File: src/rtl/spi_master_multi_if.sv
// spi_master_multi_if: host-side request/response bundle for spi_master_multi.
// Host drives start/tx_data/cs_sel/cpol/cpha/div/hold_csn (plus lsb_first when
// SPI_MASTER_LSB_FIRST_EN is defined); the SPI master returns rx_data/done/busy.
// Modports: master = host FSM side, slave = SPI master block side.
interface spi_master_multi_if #(
  parameter int DATA_W = 8,
  parameter int NUM_CS = 2,
  parameter int DIV_W  = 8
);
  localparam int CSW = NUM_CS > 1 ? $clog2(NUM_CS) : 1;
  logic              start;
  logic [DATA_W-1:0] tx_data;
  logic [CSW-1:0]    cs_sel;
  logic              cpol;
  logic              cpha;
  logic [DIV_W-1:0]  div;
  logic              hold_csn;
  logic [DATA_W-1:0] rx_data;
  logic              done;
  logic              busy;
`ifdef SPI_MASTER_LSB_FIRST_EN
  logic              lsb_first;
  modport master (output start, tx_data, cs_sel, cpol, cpha, div, hold_csn, lsb_first,
                  input rx_data, done, busy);
  modport slave  (input start, tx_data, cs_sel, cpol, cpha, div, hold_csn, lsb_first,
                  output rx_data, done, busy);
`else
  modport master (output start, tx_data, cs_sel, cpol, cpha, div, hold_csn,
                  input rx_data, done, busy);
  modport slave  (input start, tx_data, cs_sel, cpol, cpha, div, hold_csn,
                  output rx_data, done, busy);
`endif
endinterface

File: src/rtl/spi_master_multi.sv
// spi_master_multi: SPI master, DATA_W-bit words, all four CPOL/CPHA modes,
// runtime half-period divider, NUM_CS active-low chip selects, CSN hold for bursts.
// Ports: clk, rstn (async active-low), bus (spi_master_multi_if.slave host bundle),
// sclk/mosi/miso (SPI pins), csn[NUM_CS] (chip selects).
// Optional: define SPI_MASTER_LSB_FIRST_EN to add bus.lsb_first (LSB-first words).
module spi_master_multi #(
  parameter int DATA_W = 8,
  parameter int NUM_CS = 2,
  parameter int DIV_W  = 8
) (
  input  logic                clk,
  input  logic                rstn,
  spi_master_multi_if.slave   bus,
  output logic                sclk,
  output logic                mosi,
  input  logic                miso,
  output logic [NUM_CS-1:0]   csn
);
  localparam int EW = $clog2(2 * DATA_W);
  localparam logic [1:0] IDLE = 2'd0, LEAD = 2'd1, XFER = 2'd2, TRAIL = 2'd3;
  logic [1:0]        state;
  logic [DATA_W-1:0] tx_q, rx_q, rx_data, tx_in, rx_out;
  logic [DIV_W-1:0]  h_q, tmr;
  logic [EW-1:0]     edge_cnt;
  logic [NUM_CS-1:0] csn_sel;
  logic              cpol_q, cpha_q, done, accept, tick, lead_edge, last_edge, drive, sample;
`ifdef SPI_MASTER_LSB_FIRST_EN
  logic lsb_q;
  function automatic logic [DATA_W-1:0] rev(input logic [DATA_W-1:0] v);
    logic [DATA_W-1:0] r;
    for (int i = 0; i < DATA_W; i++) r[i] = v[DATA_W-1-i];
    return r;
  endfunction
  // LSB-first reuses the MSB-first datapath on bit-reversed words
  assign tx_in  = bus.lsb_first ? rev(bus.tx_data) : bus.tx_data;
  assign rx_out = lsb_q ? rev(rx_q) : rx_q;
  always_ff @(posedge clk or negedge rstn)
    if (!rstn) lsb_q <= 1'b0;
    else if (accept) lsb_q <= bus.lsb_first;
`else
  assign tx_in  = bus.tx_data;
  assign rx_out = rx_q;
`endif
  // done cycle still counts as busy, so the next start lands one cycle later
  assign accept    = state == IDLE && !done && bus.start;
  assign tick      = state != IDLE && tmr == h_q - DIV_W'(1);
  assign lead_edge = !edge_cnt[0];
  assign last_edge = edge_cnt == EW'(2 * DATA_W - 1);
  assign drive     = state == XFER && tick && (cpha_q ? lead_edge : !lead_edge && !last_edge);
  assign sample    = state == XFER && tick && (cpha_q ? !lead_edge : lead_edge);
  assign bus.busy    = state != IDLE || done;
  assign bus.done    = done;
  assign bus.rx_data = rx_data;
  // out-of-range cs_sel decodes to no device selected
  always_comb
    for (int i = 0; i < NUM_CS; i++) csn_sel[i] = int'(bus.cs_sel) != i;
  always_ff @(posedge clk or negedge rstn)
    if (!rstn) begin
      state    <= IDLE;
      tmr      <= '0;
      edge_cnt <= '0;
      h_q      <= DIV_W'(2);
      tx_q     <= '0;
      rx_q     <= '0;
      rx_data  <= '0;
      cpol_q   <= 1'b0;
      cpha_q   <= 1'b0;
      sclk     <= 1'b0;
      mosi     <= 1'b0;
      csn      <= '1;
      done     <= 1'b0;
    end else begin
      done <= state == TRAIL && tick;
      tmr  <= state == IDLE || tick ? '0 : tmr + DIV_W'(1);
      if (drive) begin
        mosi <= tx_q[DATA_W-1];
        tx_q <= tx_q << 1;
      end
      if (sample) rx_q <= {rx_q[DATA_W-2:0], miso};
      case (state)
        IDLE:
          if (accept) begin
            cpol_q <= bus.cpol;
            cpha_q <= bus.cpha;
            h_q    <= bus.div < DIV_W'(2) ? DIV_W'(2) : bus.div;
            sclk   <= bus.cpol;
            // cpha=0 needs the MSB on the wire before the first (sampling) edge
            mosi   <= bus.cpha ? 1'b0 : tx_in[DATA_W-1];
            tx_q   <= bus.cpha ? tx_in : tx_in << 1;
            csn    <= csn_sel;
            state  <= LEAD;
          end else begin
            sclk <= cpol_q;
            if (!bus.hold_csn) csn <= '1;
          end
        LEAD:
          if (tick) begin
            edge_cnt <= '0;
            state    <= XFER;
          end
        XFER:
          if (tick) begin
            sclk     <= !sclk;
            edge_cnt <= edge_cnt + EW'(1);
            if (last_edge) state <= TRAIL;
          end
        TRAIL:
          if (tick) begin
            rx_data <= rx_out;
            mosi    <= 1'b0;
            if (!bus.hold_csn) csn <= '1;
            state   <= IDLE;
          end
        default: state <= IDLE;
      endcase
    end
endmodule

File: src/flat_wrapper.sv
// flat-port wrapper written by rule: the top's interface ports become plain ports
module spi_master_multi_flat 
#(
  parameter int DATA_W = 8,
  parameter int NUM_CS = 2,
  parameter int DIV_W  = 8
)
  (clk, rstn, sclk, mosi, miso, csn, bus_start, bus_tx_data, bus_cs_sel, bus_cpol, bus_cpha, bus_div, bus_hold_csn, bus_rx_data, bus_done, bus_busy);
  spi_master_multi_if #(.DATA_W(DATA_W), .NUM_CS(NUM_CS), .DIV_W(DIV_W)) bus_i ();
  input  logic clk;
  input  logic rstn;
  output logic sclk;
  output logic mosi;
  input  logic miso;
  output logic [NUM_CS-1:0] csn;
  input wire logic [$bits(bus_i.start)-1:0] bus_start;
  input wire logic [$bits(bus_i.tx_data)-1:0] bus_tx_data;
  input wire logic [$bits(bus_i.cs_sel)-1:0] bus_cs_sel;
  input wire logic [$bits(bus_i.cpol)-1:0] bus_cpol;
  input wire logic [$bits(bus_i.cpha)-1:0] bus_cpha;
  input wire logic [$bits(bus_i.div)-1:0] bus_div;
  input wire logic [$bits(bus_i.hold_csn)-1:0] bus_hold_csn;
  output wire logic [$bits(bus_i.rx_data)-1:0] bus_rx_data;
  output wire logic [$bits(bus_i.done)-1:0] bus_done;
  output wire logic [$bits(bus_i.busy)-1:0] bus_busy;
  assign bus_i.start = bus_start;
  assign bus_i.tx_data = bus_tx_data;
  assign bus_i.cs_sel = bus_cs_sel;
  assign bus_i.cpol = bus_cpol;
  assign bus_i.cpha = bus_cpha;
  assign bus_i.div = bus_div;
  assign bus_i.hold_csn = bus_hold_csn;
  assign bus_rx_data = bus_i.rx_data;
  assign bus_done = bus_i.done;
  assign bus_busy = bus_i.busy;
  spi_master_multi #(.DATA_W(DATA_W), .NUM_CS(NUM_CS), .DIV_W(DIV_W)) u_core (.clk(clk), .rstn(rstn), .bus(bus_i), .sclk(sclk), .mosi(mosi), .miso(miso), .csn(csn));
endmodule
File: config.mk
export PLATFORM = sky130hd
export DESIGN_NAME = spi_master_multi_flat
export DESIGN_NICKNAME = d
export VERILOG_FILES = /design/src/rtl/spi_master_multi_if.sv /design/src/rtl/spi_master_multi.sv /design/src/flat_wrapper.sv
export SDC_FILE = /design/constraint.sdc
export NUM_CORES = 1
export LEC_CHECK = 0
export ABC_AREA = 1
export CAP_MARGIN = 10
export CORE_MARGIN = 2
export CORE_UTILIZATION = 37
export DETAILED_ROUTE_END_ITERATION = 8
export PLACE_DENSITY = 0.64
export SLEW_MARGIN = 20
export SYNTH_ARGS = -nofsm -noshare
export SYNTH_HDL_FRONTEND = slang
export SYNTH_SLANG_ARGS = --single-unit
File: constraint.sdc
create_clock -name clk -period 1.9 [get_ports clk]
set_input_delay 0.19 -clock clk [delete_from_list [all_inputs] [get_ports clk]]
set_output_delay 0.19 -clock clk [all_outputs]
set_load 0.05 [all_outputs]
* Yosys cells after proc, flatten, opt, wreduce, memory -nomap -nowiden
Index checks and enable logic that the tools add are counted.
** Storage, ports and cells
- Register bits :: 53
- Latch bits :: 0
- RAM bits :: 0
- Memory bits (read-only) :: 0
- Input port bits :: 24
- Output and inout port bits :: 14
- Word-level logic and storage cells :: 82
- Memories :: 0
** Cells by class
- $add $sub $neg :: 3
- $mul :: 0
- Div/mod/pow operators :: 0
- Magnitude comparators :: 1
- Equal/unequal tests :: 10
- Shift-type cells :: 0
- Multiplexer cells :: 29
- Bitwise gates (word level) :: 1
- Reduce and logical (&&, ||, !) cells :: 25
** Operators with widths (count)
- 2-to-1 mux 8 bit :: 6
- 2-to-1 mux 2 bit :: 8
- inequality test 2 x 1 -> 1 bit, second input constant :: 5
- adder 8 x 1 -> 8 bit, second input constant :: 1
- equality test 8 bit :: 1
- logical AND 1 bit :: 8
- less-than comparator 8 x 2 -> 1 bit, second input constant :: 1
- 2-to-1 mux 1 bit :: 8
- 2-to-1 mux 4 bit :: 2
- one-hot mux 2 bit (4 select lines) :: 1
- one-hot mux 4 bit (2 select lines) :: 1
- AND reduction 2 bit :: 4
- nonzero test 2 bit :: 4
- subtractor 8 x 1 -> 8 bit, second input constant :: 1
- AND reduction 5 bit :: 1
- adder 4 x 1 -> 4 bit, second input constant :: 1
- equality test 2 bit, second input constant :: 2
- equality test 4 bit, second input constant :: 1
- zero test 1 bit :: 4
- one-hot mux 1 bit (2 select lines) :: 2
- one-hot mux 2 bit (2 select lines) :: 1
- AND reduction 3 bit :: 1
- equality test 2 x 1 -> 1 bit, second input constant :: 1
- zero test 2 bit :: 1
- 2 further kinds :: 3

* Depth between registers and ports, before layout
- Depth after elaboration :: 8
- Depth in mapped cells :: 16
- Mapped depth without buffers :: 16

* Worst setup path before layout
OpenSTA, ideal clock, no wires.
- Path kind :: flip-flop to flip-flop
- Start :: reg u_core.h_q[1]
- End :: reg u_core.rx_q[6], in the netlist u_core.rx_out[6]
- Setup time :: 117 ps
- Arrival :: 1897 ps
- Data required time :: 1783 ps
- Setup slack :: -114 ps
- Stages on the path, launching flop included :: 14
- Buffers on the path :: 1
- Period minus slack after synthesis :: 2014 ps
- Cells stage by stage :: dfstp_2 > inv_1 > ha_1 > or2_2 > nand2_1 > nor2_1 > inv_1 > nor2_2 > nand3_4 > nor2_8 > nand2_4 > buf_6 > nand2_2 > o21ai_2
** Between the ends
- Cells in the longest elaborated chain, start to end :: 5
** RTL lines
- start: declaration :: line spi_master_multi.sv:23 : logic [DIV_W-1:0] h_q, tmr;
- start signal: assignment :: line spi_master_multi.sv:85 : h_q <= bus.div < DIV_W'(2) ? DIV_W'(2) : bus.div;
- subtractor 8 x 1 -> 8 bit :: line spi_master_multi.sv:46 : assign tick = state != IDLE && tmr == h_q - DIV_W'(1);
- equality test 8 bit :: line spi_master_multi.sv:46
- logical AND 1 bit :: line spi_master_multi.sv:46
- logical AND 1 bit (2 in series) :: line spi_master_multi.sv:50 : assign sample = state == XFER && tick && (cpha_q ? !lead_edge : lead_edge);
- end signal: assignment :: line spi_master_multi.sv:79 : if (sample) rx_q <= {rx_q[DATA_W-2:0], miso};
- end: declaration :: line spi_master_multi.sv:22 : logic [DATA_W-1:0] tx_q, rx_q, rx_data, tx_in, rx_out;
Every way passes these cells.
A chain may end at the register's enable or synchronous reset.

* Worst setup path in the final report
- Start :: reg u_core.h_q[1]
- End :: reg u_core.tx_q[6]
** Between the ends
- Cells in the longest elaborated chain, start to end :: 8
** RTL lines
- subtractor 8 x 1 -> 8 bit * :: line spi_master_multi.sv:46
- equality test 8 bit * :: line spi_master_multi.sv:46
- logical AND 1 bit * :: line spi_master_multi.sv:46
- logical AND 1 bit * (2 in series) :: line spi_master_multi.sv:49 : assign drive = state == XFER && tick && (cpha_q ? lead_edge : !lead_edge && !last_edge);
- 2-to-1 mux 8 bit * :: line spi_master_multi.sv:75 : if (drive) begin
- 2-to-1 mux 8 bit :: line spi_master_multi.sv:82 : if (accept) begin
- 2-to-1 mux 8 bit * :: line spi_master_multi.sv:80 : case (state)
- end signal: assignment :: line spi_master_multi.sv:77 : tx_q <= tx_q << 1;
- end signal: assignment :: line spi_master_multi.sv:89 : tx_q <= bus.cpha ? tx_in : tx_in << 1;
- end: declaration :: line spi_master_multi.sv:22
Every way passes the cells marked *; elsewhere a longest branch is shown, timed or not.

==> key figures <==
Status
  – Result of the run: complete, but fails checks
  – Violated checks: negative setup slack

STA
  – Post-route worst hold slack: between 0.2 and 0.3 ns
  – Worst slew margin: 0.504
  – Fraction of the cycle the final worst path needs: 1.09
  – Final number of setup-violating endpoints: 35
  – PnR worst setup slack: -0.171 ns
  – Final critical delay including setup and external delays: approximately 2.1 ns
  – Worst setup skew after layout: between 0.004 and 0.005 ns
  – Worst Max-Slew Pin Slew: 0.741 ns
  – Unrepaired setup endpoints after global routing: yes
  – Number of hold-slack violations in the final timing report: 0
  – Pins Over Slew Limit: 0
  – Peak Freq: about 480 MHz

Yosys
  – Avg Synthesized Cell Area: between 7 and 8 um^2
  – Number of synthesis warnings: 0
  – Share of Yosys cell area claimed by the top area cell type: 0.425
  – Yosys top cell by area: sky130_fd_sc_hd__dfrtp_1
  – Synthesis-stage register bit count: 53
  – Number of distinct library cell variants in the gate-level netlist after synthesis: 34
  – Largest cells by area after synthesis: sky130_fd_sc_hd__dfrtp_1, sky130_fd_sc_hd__nand2_1, sky130_fd_sc_hd__inv_1
  – Post-Synthesis Net Count: 410
  – Share of the yosys chip area belonging to registers: 0.451
  – Synth Cell Area: 2950 um^2
  – Gate count after technology mapping: between 300 and 400

Clocking
  – Clock sink count: between 50 and 60
  – Bufs on Longest Clock Path: 2
  – Clock transition at the registers of the reported paths: around 0.1 ns
  – Clock tree from TritonCTS: done
  – Clock latency of the later-clocked register in the worst-skew pair: slightly above 0.3 ns
  – Cts bufs inserted: 5
  – Number of H-tree branching levels: 2
  – Root buffer cell: sky130_fd_sc_hd__clkbuf_8

Die
  – Width of the die: a little over 90 um
  – Die Ht: around 93 um
  – Core Rows: 32
  – Core outline area: around 7700 um^2
  – Initial cell density of the core: 0.381
  – Number of placed I/O pins: 38
  – Die area: between 8000 and 9000 um^2

Layout
  – Fraction of layout cells with a size suffix above 1: 0.256
  – Relative area change from synthesis to final layout: 35.4%
  – Area taken by multi-input logic gates: 1670 um^2
  – Count of antenna diodes in the layout: 0
  – Fill cell instance count of the final layout: between 700 and 800
  – Register area: approximately 1300 um^2
  – Count of nets after finishing: roughly 470

Placed design
  – Final weighted congestion of routability-driven global placement: roughly 0.83
  – Placed wire-length estimate: approximately 5000 um
  – Number of buffer cells added on primary ports: 37

Route
  – DR iter-0 viols: 62
  – Total via count after detailed routing: around 2600
  – Routed wire length per instance: between 10 and 15 um
  – First-pass detailed-route iteration total: 4
  – Drt total wl: roughly 7100 um
  – Via/cell ratio: between 4 and 5
  – Detailed-route DRC error count: 0
  – Number of routed nets with antenna violations: 0

Power
  – Power per Cell Area: about 1400 nW/um^2
  – LEAKAGE: about 0.0019 uW
  – Peak supply drop: 0.636 mV
  – Overall Power: between 5000 and 6000 uW

Critical path
  – Data arrival, critical path: roughly 2.3 ns
  – Highest fanout seen on the critical path: 5
  – Startpoint of the worst setup timing path: u_core.h_q[1]
  – Worst Reg-to-Reg Cells: 15
  – Capture instance of the worst register-to-register path: u_core.tx_q[6]
  – Type of the worst setup path: flop to flop
  – Worst reg2reg setup slack: -0.17 ns
  – Nature of the critical path startpoint: flop
  – Critical path capture point type: flop
  – Required time at the endpoint of the critical path: 2.11 ns
  – Worst r2r src: u_core.h_q[1]

Global route
  – Overall fraction of global-route tracks in use: 0.171
  – GR Overflow Total: 0
  – Largest net degree at the start of global routing: 25
  – Via count of the first global-routing pass: around 2700
  – Wire length of the first global-routing pass: ~12000 um
  – Initial antenna violation count: 0

Worst hold path
  – Hold Crit Class: input port to async pin

Job
  – Number of violations of the max-capacitance limit: 0
[routing by layer]
metal,up-vias,global-route usage,share of wire
li1,1325,-,-
met1,1229,0.204,0.44
met2,40,0.314,0.52
met3,7,0.0266,0.026
met4,0,0.0515,0.013
met5,-,0,0
[synth_stat cells]
library cell / count
sky130_fd_sc_hd__xor2_1: 4
sky130_fd_sc_hd__dfrtp_1: 50
sky130_fd_sc_hd__nand3_4: 1
sky130_fd_sc_hd__nor2_2: 2
sky130_fd_sc_hd__o21ai_0: 17
sky130_fd_sc_hd__dfstp_2: 3
sky130_fd_sc_hd__a22oi_1: 1
sky130_fd_sc_hd__nor2_8: 1
sky130_fd_sc_hd__nand2_1: 130
sky130_fd_sc_hd__or3b_2: 1
sky130_fd_sc_hd__buf_2: 1
sky130_fd_sc_hd__o21ai_2: 8
sky130_fd_sc_hd__nor3b_1: 3
sky130_fd_sc_hd__inv_1: 43
sky130_fd_sc_hd__nor2_1: 25
sky130_fd_sc_hd__nor3_1: 4
sky130_fd_sc_hd__a21oi_1: 5
sky130_fd_sc_hd__nor2_4: 1
sky130_fd_sc_hd__nand3_2: 2
sky130_fd_sc_hd__nand2_4: 1
sky130_fd_sc_hd__mux2_2: 6
sky130_fd_sc_hd__nand3_1: 25
sky130_fd_sc_hd__nand2_2: 4
sky130_fd_sc_hd__nand4_2: 1
sky130_fd_sc_hd__ha_1: 7
sky130_fd_sc_hd__xnor2_1: 3
sky130_fd_sc_hd__nand3b_1: 2
sky130_fd_sc_hd__o21ai_1: 14
sky130_fd_sc_hd__nor4_1: 2
sky130_fd_sc_hd__clkbuf_1: 4
sky130_fd_sc_hd__buf_6: 1
sky130_fd_sc_hd__buf_1: 1
sky130_fd_sc_hd__or2_2: 3
sky130_fd_sc_hd__inv_2: 3
[sequential cells by signal (all words and copies together), names as in the netlist]
| signal | count |
|---|---|
| u_core.mosi | 1 |
| u_core.tmr | 8 |
| u_core.sclk | 1 |
| u_core.edge_cnt | 4 |
| u_core.bus.rx_data | 8 |
| u_core.csn | 2 |
| u_core.cpol_q | 1 |
| u_core.tx_q | 8 |
| u_core.rx_out | 8 |
| u_core.cpha_q | 1 |
| u_core.state | 2 |
| u_core.bus.done | 1 |
| u_core.h_q | 8 |
[cell type report]
class                           count  area share
Inverter                           46      0.0433
Clock buffer                        5      0.0172
Tap cell                          102      0.0320
Timing Repair Buffer               59       0.150
Multi-Input combinational cell    276       0.418
Sequential cell                    53       0.333
Clock inverter                      3     0.00659
[cell families after synthesis]
logic type / share of synthesized area
DFF: 0.451
buffers and inverters: 0.0705
adders and majority gates: 0.0297
AOI/OAI and AO/OA: 0.0875
xor gates and xnor gates: 0.0208
muxes: 0.0229
and+or+nand+nor: 0.317
[stage by stage]
stage / util / cell area (um^2) / TNS (ns) / setup slack (ns) / cells
floorplan: - / 2970 / -0.722 / -0.106 / 379
global placement: 0.461 / 3560 / -2.66 / -0.148 / 527
detailed placement: 0.461 / 3560 / -3.81 / -0.198 / 527
CTS: 0.490 / 3790 / -2.69 / -0.129 / 540
global route: 0.516 / 3990 / -9.42 / -0.315 / 544
finish: 0.516 / 3990 / -4.68 / -0.171 / 544
[placed cells by master (no fill, tap or decap), types with 3 or more instances in the layout]
cell / instances
sky130_fd_sc_hd__ha_1: 6
sky130_fd_sc_hd__o21ai_1: 16
sky130_fd_sc_hd__o21ai_2: 12
sky130_fd_sc_hd__nand3_4: 3
sky130_fd_sc_hd__o21ai_0: 9
sky130_fd_sc_hd__nor2_4: 5
sky130_fd_sc_hd__clkdlybuf4s50_1: 35
sky130_fd_sc_hd__nand2_4: 5
sky130_fd_sc_hd__inv_2: 7
sky130_fd_sc_hd__nor2_1: 22
sky130_fd_sc_hd__buf_4: 16
sky130_fd_sc_hd__buf_12: 5
sky130_fd_sc_hd__mux2_2: 6
sky130_fd_sc_hd__nor3_1: 4
sky130_fd_sc_hd__xor2_1: 4
sky130_fd_sc_hd__nand2_2: 22
sky130_fd_sc_hd__a21oi_1: 5
sky130_fd_sc_hd__clkbuf_8: 5
sky130_fd_sc_hd__dfrtp_1: 50
sky130_fd_sc_hd__nand2_1: 107
sky130_fd_sc_hd__inv_1: 39
sky130_fd_sc_hd__nand3_1: 21
sky130_fd_sc_hd__dfstp_2: 3
sky130_fd_sc_hd__xnor2_1: 3
sky130_fd_sc_hd__nand3_2: 4
[worst max-delay path by stage]
stage | to | depth (start not counted)
final | u_core.tx_q[6] | 15
after global routing | u_core.tx_q[2] | 16
after CTS | u_core.rx_out[2] | 12
after detailed placement | u_core.rx_out[7] | 12
after global placement | u_core.rx_out[7] | 12
after floorplan | u_core.rx_out[6] | 13
[what timing repair did]
item	CTS	global route
pin swaps	12	23
cloned	2	1
endpoints found under the setup margin	35	43
buffers inserted	2	3
resized for setup	24	43
endpoints found under the hold margin	9	0
hold buffers	1	0
[critical path, stage by stage, from the launching register on]
cell	delay, ns
sky130_fd_sc_hd__dfstp_2	0.55
sky130_fd_sc_hd__inv_2	0.05
sky130_fd_sc_hd__ha_4	0.17
sky130_fd_sc_hd__nand2_2	0.09
sky130_fd_sc_hd__nand2_2	0.05
sky130_fd_sc_hd__nand2_2	0.05
sky130_fd_sc_hd__nand2_1	0.05
sky130_fd_sc_hd__inv_1	0.07
sky130_fd_sc_hd__nand2_2	0.07
sky130_fd_sc_hd__nor2_4	0.14
sky130_fd_sc_hd__nand3_4	0.15
sky130_fd_sc_hd__buf_12	0.17
sky130_fd_sc_hd__nor2_4	0.15
sky130_fd_sc_hd__nand3_1	0.09
sky130_fd_sc_hd__nand3_1	0.07
sky130_fd_sc_hd__nand2_1	0.05
[where the power goes]
part	internal [uW]	total (uW)	switching (uW)
combinational	1170	3060	1890
sequential	1460	1720	258
clock	269	672	403
(Power assumes the default switching activity.)
